===== config.mk =====
export PLATFORM = sky130hd
export DESIGN_NAME = fifo_uart_tx_flat
export DESIGN_NICKNAME = d
export VERILOG_FILES = /design/src/rtl/fifo_uart_tx_if.sv /design/src/rtl/fifo_uart_tx.sv /design/src/flat_wrapper.sv
export SDC_FILE = /design/constraint.sdc
export NUM_CORES = 1
export LEC_CHECK = 0
export ABC_AREA = 1
export CAP_MARGIN = 5
export CORE_ASPECT_RATIO = 0.7
export CORE_UTILIZATION = 56
export CTS_CLUSTER_DIAMETER = 40
export DETAILED_ROUTE_END_ITERATION = 10
export PLACE_DENSITY_LB_ADDON = 0.25
export SYNTH_ARGS = -nofsm -noshare
export SYNTH_HDL_FRONTEND = slang
export SYNTH_SLANG_ARGS = --single-unit

===== constraint.sdc =====
create_clock -name clk -period 1.65 [get_ports clk]
set_input_delay 0.2475 -clock clk [delete_from_list [all_inputs] [get_ports clk]]
set_output_delay 0.2475 -clock clk [all_outputs]
set_load 0.05 [all_outputs]

===== src/rtl/fifo_uart_tx_if.sv =====
// Handshake bundle between the FIFO read port / board pin and the UART transmitter.
// master = FIFO + board side, slave = transmitter.
interface fifo_uart_tx_if;
    logic       tx_en;
    logic       rdempty;
    logic [7:0] q;
    logic       rdreq;
    logic       txd;
    logic       busy;
    logic       tx_done;

    modport master (
        output tx_en, rdempty, q,
        input  rdreq, txd, busy, tx_done
    );

    modport slave (
        input  tx_en, rdempty, q,
        output rdreq, txd, busy, tx_done
    );
endinterface


===== src/rtl/fifo_uart_tx.sv =====
// Pops bytes from a normal-mode FIFO (q valid the cycle after rdreq) and shifts
// each one out on txd as a UART 8N1 frame, LSB first.
module fifo_uart_tx #(
    parameter int CLK_FREQ = 50_000_000,
    parameter int BAUD     = 115_200
) (
    input  logic           clk,
    input  logic           rst_n,
    fifo_uart_tx_if.slave  tx_if
);
    localparam int BAUD_DIV = CLK_FREQ / BAUD;
    localparam int CW       = $clog2(BAUD_DIV);
    localparam logic [CW-1:0] BAUD_LAST = CW'(BAUD_DIV - 1);
    localparam logic [CW-1:0] BAUD_PRE  = CW'(BAUD_DIV - 2);

    typedef enum logic [2:0] {IDLE, REQ, FETCH, START, DATA, STOP} state_t;

    state_t        state_q;
    logic [CW-1:0] baud_q;
    logic [2:0]    bit_q;
    logic [7:0]    sh_q;
    logic          txd_q;
    logic          rdreq_q;
    logic          busy_q;
    logic          done_q;

    logic baud_wrap;
    assign baud_wrap = (baud_q == BAUD_LAST);

    // Outputs are loaded alongside the state they belong to, so each one is
    // a registered image of the current state.
    always_ff @(posedge clk or negedge rst_n) begin
        if (!rst_n) begin
            state_q <= IDLE;
            baud_q  <= '0;
            bit_q   <= '0;
            sh_q    <= '0;
            txd_q   <= 1'b1;
            rdreq_q <= 1'b0;
            busy_q  <= 1'b0;
            done_q  <= 1'b0;
        end else begin
            rdreq_q <= 1'b0;
            done_q  <= 1'b0;
            case (state_q)
                IDLE: begin
                    txd_q <= 1'b1;
                    if (tx_if.tx_en && !tx_if.rdempty) begin
                        state_q <= REQ;
                        rdreq_q <= 1'b1;
                        busy_q  <= 1'b1;
                    end
                end
                REQ: state_q <= FETCH;
                FETCH: begin
                    sh_q    <= tx_if.q;
                    baud_q  <= '0;
                    txd_q   <= 1'b0;
                    state_q <= START;
                end
                START: begin
                    if (baud_wrap) begin
                        baud_q  <= '0;
                        bit_q   <= '0;
                        txd_q   <= sh_q[0];
                        state_q <= DATA;
                    end else begin
                        baud_q <= baud_q + 1'b1;
                    end
                end
                DATA: begin
                    if (baud_wrap) begin
                        baud_q <= '0;
                        sh_q   <= sh_q >> 1;
                        bit_q  <= bit_q + 3'd1;
                        if (bit_q == 3'd7) begin
                            txd_q   <= 1'b1;
                            state_q <= STOP;
                        end else begin
                            txd_q <= sh_q[1];
                        end
                    end else begin
                        baud_q <= baud_q + 1'b1;
                    end
                end
                STOP: begin
                    // Raised one cycle early so the registered pulse lands on the last stop cycle.
                    if (baud_q == BAUD_PRE) done_q <= 1'b1;
                    if (baud_wrap) begin
                        baud_q  <= '0;
                        busy_q  <= 1'b0;
                        state_q <= IDLE;
                    end else begin
                        baud_q <= baud_q + 1'b1;
                    end
                end
                default: begin
                    state_q <= IDLE;
                    txd_q   <= 1'b1;
                    busy_q  <= 1'b0;
                end
            endcase
        end
    end

    assign tx_if.txd     = txd_q;
    assign tx_if.rdreq   = rdreq_q;
    assign tx_if.busy    = busy_q;
    assign tx_if.tx_done = done_q;

endmodule


===== src/flat_wrapper.sv =====
// flat-port wrapper written by rule: the top's interface ports become plain ports
module fifo_uart_tx_flat 
#(
    parameter int CLK_FREQ = 50_000_000,
    parameter int BAUD     = 115_200
)
  (clk, rst_n, tx_if_tx_en, tx_if_rdempty, tx_if_q, tx_if_rdreq, tx_if_txd, tx_if_busy, tx_if_tx_done);
  fifo_uart_tx_if tx_if_i ();
  input  logic clk;
  input  logic rst_n;
  input wire logic [$bits(tx_if_i.tx_en)-1:0] tx_if_tx_en;
  input wire logic [$bits(tx_if_i.rdempty)-1:0] tx_if_rdempty;
  input wire logic [$bits(tx_if_i.q)-1:0] tx_if_q;
  output wire logic [$bits(tx_if_i.rdreq)-1:0] tx_if_rdreq;
  output wire logic [$bits(tx_if_i.txd)-1:0] tx_if_txd;
  output wire logic [$bits(tx_if_i.busy)-1:0] tx_if_busy;
  output wire logic [$bits(tx_if_i.tx_done)-1:0] tx_if_tx_done;
  assign tx_if_i.tx_en = tx_if_tx_en;
  assign tx_if_i.rdempty = tx_if_rdempty;
  assign tx_if_i.q = tx_if_q;
  assign tx_if_rdreq = tx_if_i.rdreq;
  assign tx_if_txd = tx_if_i.txd;
  assign tx_if_busy = tx_if_i.busy;
  assign tx_if_tx_done = tx_if_i.tx_done;
  fifo_uart_tx #(.CLK_FREQ(CLK_FREQ), .BAUD(BAUD)) u_core (.clk(clk), .rst_n(rst_n), .tx_if(tx_if_i));
endmodule

==> impl_metrics.ini <==
[worst_setup_path]
required_ns = 1.80
crit_arrival_ns = 1.71
cpMaxStageDelayCell = dfrtp_1
slowest_delay_ns = 0.47
critical-path-top-delay-family = simple AND/OR/NAND/NOR gates
crit_fanout = 17
crit_chain = nor2_4, nand2_4, nand2_2, nor2_4, nand2_2, inv_2, nand2_1, o21ai_0
crit_type = flip-flop to flip-flop
worstSetupEndpointType = flip-flop
cp-start-kind = flip-flop
crit_buf_inv = 1

[clock_tree]
clock_latency_ns = 0.28
cts_max_level = 1
cts-root-buf = clkbuf_8
clock-sinks = 27
numCtsBuffers = 3
tritoncts = done
clkTransAtPathRegs_ns = 0.10
clock_path_buffers = 2

[timing]
setup-violations-final = 0
finClkSkew_ns = 0.004865
max-slew-margin-rel_pct = 75.25
tightest_slew_ns = 0.3679
hold_viol = 0
min_period_ns = 1.562
final_max_slew_viol_count = 0
finalCritPeriodShare_pct = 94.64
fin_tns_setup_ns = 0
fmax_mhz = 640.4

[global_route]
grt_start_max_net_pins = 28
grt_overflow = 0
met2_usage_pct = 41.65
grt_pass1_wl_mm = 5.623
grt-busiest-layer = met2
gr-usage-all-layers_pct = 26.14
antenna_found_initial = 0
grt_use_met3_pct = 6.931
grt_pass1_vias = 1209
met1_usage_pct = 35.36

[layout]
multi_input_area_um2 = 747.0
antenna_cells = 0
fillers = 204
seq_area_um2 = 678.2
drive_gt1_share_pct = 15.04
nNetsFinal = 244
area_growth_pct = 16.16

[floorplanning]
coreArea_um2 = 2552
io-pin-count = 16
placementRows = 15
die-area_um2 = 3012
die_y_um = 46.22
start_util_pct = 61.27
dieWidth_um = 65.17

[run]
maxCapViolCount = 0

[power_and_ir_drop]
total_power_mw = 2.737
p_leak_nw = 0.9164
power.density_nw_per_um2 = 1507
peakVddDrop_mv = 1.083

[placed_design]
dp_hpwl_mm = 2.630
gp_congestion = 0.8407
port_buffers = 15

[synthesis]
ys_seq_area_share_pct = 43.28
synthCells = 206
yosysTopAreaCell = dfrtp_1
yosys.cell_types.count = 27
synthTopCellsByArea = dfrtp_1 42%, nand2_1 15%, inv_1 6.7%, nand3_1 5.8%, o21ai_0 5.8%
syn-cell-area_um2 = 1564
synth_seq_cells = 27
avgSynthCellArea_um2 = 7.592
synthDominantCellAreaShare_pct = 41.60
ys_warn_count = 0
synth_nets = 223

[detailed_routing]
wl_mm = 3.524
wl_per_cell_um = 13.55
postRouteAntennaNets = 0
first_pass_iters = 5
drc_errors = 0
avgViaCountPerCell = 5.408
drt_iter0_markers = 160
dr_total_vias = 1406

[outcome]
outcome = completed

[min_path]
hold_class = primary input to asynchronous set/reset pin
synth_stat cells:
library cell	n
buf_4	1
dfstp_2	1
nand2_1	61
o211ai_1	1
nand2_2	4
nand4_1	4
o21ai_1	5
buf_8	1
dfrtp_1	26
o21bai_1	1
inv_1	28
nor3_1	2
o21ai_2	3
xor2_1	2
or2_2	1
buf_2	1
ha_1	5
nand2_4	2
nand3_2	1
nor2_2	2
nor4_1	1
inv_2	4
nor2_4	2
o22ai_1	1
o21ai_0	18
nand3_1	18
nor2_1	10
metrics by stage:
stage / cells / hold WS (ns) / util (%) / setup slack, ns / cell area, µm²
finish: 260 / 0.3330 / 71.18 / 0.08846 / 1817
global route: 260 / 0.3709 / 71.18 / -0.0009899 / 1817
CTS: 260 / 0.3502 / 70.83 / 0.05809 / 1808
detailed placement: 256 / 0.4737 / 69.02 / 0.08641 / 1762
global placement: 256 / 0.4646 / 69.02 / 0.1882 / 1762
floorplan: 206 / -0.04809 / - / 0.2937 / 1564
layout make-up:
class	instances	share of cell area, %
Timing Repair Buffer	19	10.06
Clock inverter	1	0.2755
Tap cell	34	2.342
Inverter	32	6.612
Sequential cell	27	37.33
Clock buffer	3	2.273
Multi-Input combinational cell	144	41.12
state kept, by name (all words and copies together) (netlist names):
register and cells:
u_core.baud_q 9, u_core.sh_q 8, u_core.state_q 3, u_core.tx_if.rdreq 1
u_core.tx_if.tx_done 1, u_core.tx_if.busy 1, u_core.bit_q 3, u_core.tx_if.txd 1
metal layers:
layer,part of all wire [%],vias up
met3,8.3,9
met2,45,64
met5,0,-
li1,-,694
met4,2.0,0
met1,45,639
worst paths after layout:
| kind | slack [ns] | start | end | cells after the start |
|---|---|---|---|---|
| max | 0.09 | u_core.state_q[1] | u_core.baud_q[5] | 8 |
| min | 0.33 | rst_n | u_core.tx_if.tx_done | 2 |
| max reg2reg | 0.09 | u_core.state_q[1] | u_core.baud_q[5] | 8 |
| min reg2reg | 0.49 | u_core.tx_if.busy | u_core.tx_if.busy | 2 |
| max in group asynchronous | 1.01 | rst_n | u_core.tx_if.txd | 2 |
| min in group clk | 0.49 | u_core.tx_if.busy | u_core.tx_if.busy | 2 |
cells by family after synthesis:
logic type,count (synthesis),synth area share [%]
fa+ha+maj,5,4.000
buf+inv,35,9.439
simple gates,108,31.76
flops,27,43.28
xor+xnor,2,1.120
compound gates,29,10.40
cells in the final DEF, fill, tap and decap left out, drive strengths merged:
cell            n
buf             8
nor4            1
dfrtp          26
o22ai           1
clkbuf          3
dfstp           1
o211ai          1
nor2           14
clkinv          1
or2             1
inv            32
nand4           4
ha              5
nor3            2
nand3          19
clkdlybuf4s50  11
xor2            2
o21ai          26
nand2          67
o21bai          1
where the power goes:
part / leakage [nW] / internal, mW / switching (mW) / total [mW]
clock: 0.0255 / 0.170 / 0.215 / 0.384
combinational: 0.541 / 0.449 / 0.847 / 1.30
sequential: 0.350 / 0.874 / 0.182 / 1.06
total: 0.916 / 1.49 / 1.24 / 2.74
what timing repair did:
| action | in CTS | in global routing |
|---|---|---|
| gates resized for setup | 0 | 3 |
| setup buffers | 0 | 0 |
| setup endpoints to repair | 0 | 7 |
| hold buffers | 0 | 0 |
No activity file was read; power rests on OpenSTA's default activity.
==> variant (same flow settings) <==
Make the reset (`rst_n`) synchronous in one clocked block.
--- a/src/rtl/fifo_uart_tx.sv
+++ b/src/rtl/fifo_uart_tx.sv
@@ -29,7 +29,7 @@
 
     // Outputs are loaded alongside the state they belong to, so each one is
     // a registered image of the current state.
-    always_ff @(posedge clk or negedge rst_n) begin
+    always_ff @(posedge clk) begin
         if (!rst_n) begin
             state_q <= IDLE;
             baud_q  <= '0;
Behaviour: differs if rst_n is asserted again (counterexample within 4 cycles, from zero or initial values and one cycle with rst_n low); with rst_n held inactive, the same outputs for 10 cycles.
==> variant against the unedited design <==
Synthesized area increased by 0.32%; die area increased by 0.31%; final area decreased by 0.41%; power decreased by 16%; final cell count increased by 7.3%; sequential cell count unchanged; hold slack improved by 0.13 ns; setup slack improved by 0.022 ns; routed wire length decreased by 8.1%; largest cell class unchanged.
==> variant: results (changes against the unedited design) <==
[layout]
design.final.nets=263  ; +7.8%
drive_above_1_share_pct=19.2  ; +4.1 points
filler_cell_count=233  ; +14%

[global_route]
total_routing_resource_utilization_after_global_routing_pct=23.0  ; -3.1 points
grt_pass1_wl_um=5250  ; -6.6%
grt_max_degree=17  ; -39%
number_of_global_route_vias_before_repair=1167  ; -3.5%

[logic_synthesis]
synth_top_cells_by_area=sky130_fd_sc_hd__dfxtp_1, sky130_fd_sc_hd__nand2_1, sky130_fd_sc_hd__nor2_1
synth-async-reset-ratio_pct=0  ; -100 points
synth_top_flop_cell=sky130_fd_sc_hd__dfxtp_1
ys_seq_area_share_pct=34.4  ; -8.8 points
yosysUniqueCellTypes=31  ; +15%
synth_cell_count_leaders=sky130_fd_sc_hd__nand2_1, sky130_fd_sc_hd__nor2_1, sky130_fd_sc_hd__dfxtp_1
synth_nets=243  ; +9.0%

[timing]
clock-skew-final_ns=0.00549  ; +0.000626 ns
timing.max_slew.rel_slack_pct=65.6  ; -9.7 points
final.hold.worst_slack_ns=0.463  ; +0.130 ns

[worst_setup_path]
slowest_stage_delay_cp_ns=0.36  ; -0.11 ns
critPathTopFamily=simple AND/OR/NAND/NOR gates
regToRegSetupSlack_ns=0.11  ; +0.02 ns
timing.critical_path.fanout_max=5  ; -12
cp.arrival_ns=1.75  ; +0.04 ns
critPathSlowestCell=sky130_fd_sc_hd__dfxtp_2

[status]
status=finished, final reports clean

[pwr]
cellLeakagePower_nw=0.779  ; -15%
power.ir.vdd_worst_mv=0.696  ; -36%

[placed_design]
post-dp-hpwl_um=2430  ; -7.6%
gp_congestion=0.832  ; -1.0%

[route]
wl_per_cell_um=11.6  ; -14%
drt_iter0_markers=83  ; -48%
routed_via_density=5.07  ; -6.2%
drt_pre_antenna_iters=4  ; -1

[clocking]
max-clock-path-buffers=2  ; unchanged

[min_path]
hp-class=reg2reg

==> variant: cell types whose count changed after synthesis, sizes merged, moves of 2 or more <==
cell    delta
nand3      +3
nor2      +21
inv        -6
dfxtp     +27
clkbuf     +2
a21oi     +14
dfrtp     -26
o21ai     -12
==> variant: power by group <==
| group | internal, W | switching [W] | total [W] |
|---|---|---|---|
| Clock | 0.000173 | 0.000200 | 0.000373 |
| Sequential | 0.000768 | 0.0000954 | 0.000864 |
| Combinational | 0.000375 | 0.000696 | 0.00107 |
| Total | 0.00132 | 0.000992 | 0.00231 |
==> variant: repair_timing <==
action	CTS	global route
buffers inserted	0	1
gates resized for setup	0	2
hold buffers	0	0
setup endpoints to repair	0	8
==> variant: metal layers <==
layer  track usage (%)  share of wire [%]  vias to the layer above
li1                  -                  -                      759
met1              31.9                 53                      633
met2              36.9                 43                       19
met3              5.94                3.4                        4
met4              3.04               0.31                        0
met5                 0                  0                        -
==> variant: path summary, 6_finish.rpt <==
path                            depth (start not counted)                end        startpoint
worst max-delay path                                   11  u_core.state_q[0]  u_core.baud_q[1]
worst min-delay path                                    1    u_core.bit_q[0]   u_core.bit_q[0]
worst max register to register                         11  u_core.state_q[0]  u_core.baud_q[1]
worst min register to register                          1    u_core.bit_q[0]   u_core.bit_q[0]
==> variant: final cells by class <==
type,count,share of cell area (%)
timing repair buffer,19,9.41
sequential,27,30.0
inverter,28,6.64
tap,34,2.35
clock buffer,4,2.49
multi-input combinational,167,49.1
==> variant: cells by family (layout without fill, tap and decap cells) <==
family	after synthesis	in the layout	share of synthesized area (%)
AOI/OAI and AO/OA	31	31	12.2
xor gates and xnor gates	1	1	0.558
adders and majority gates	5	5	3.99
buffers and inverters	32	51	8.93
DFF	27	27	34.4
and+or+nand+nor	130	130	39.9
==> variant: through the flow <==
stage               area, µm²  power (W)  cells  setup slack, ns
floorplan                1570    0.00171    226            0.283
global placement         1750    0.00192    274            0.146
detailed placement       1750    0.00194    274            0.113
CTS                      1800    0.00231    278            0.101
global route             1810    0.00249    279          0.00859
finish                   1810    0.00231    279            0.111
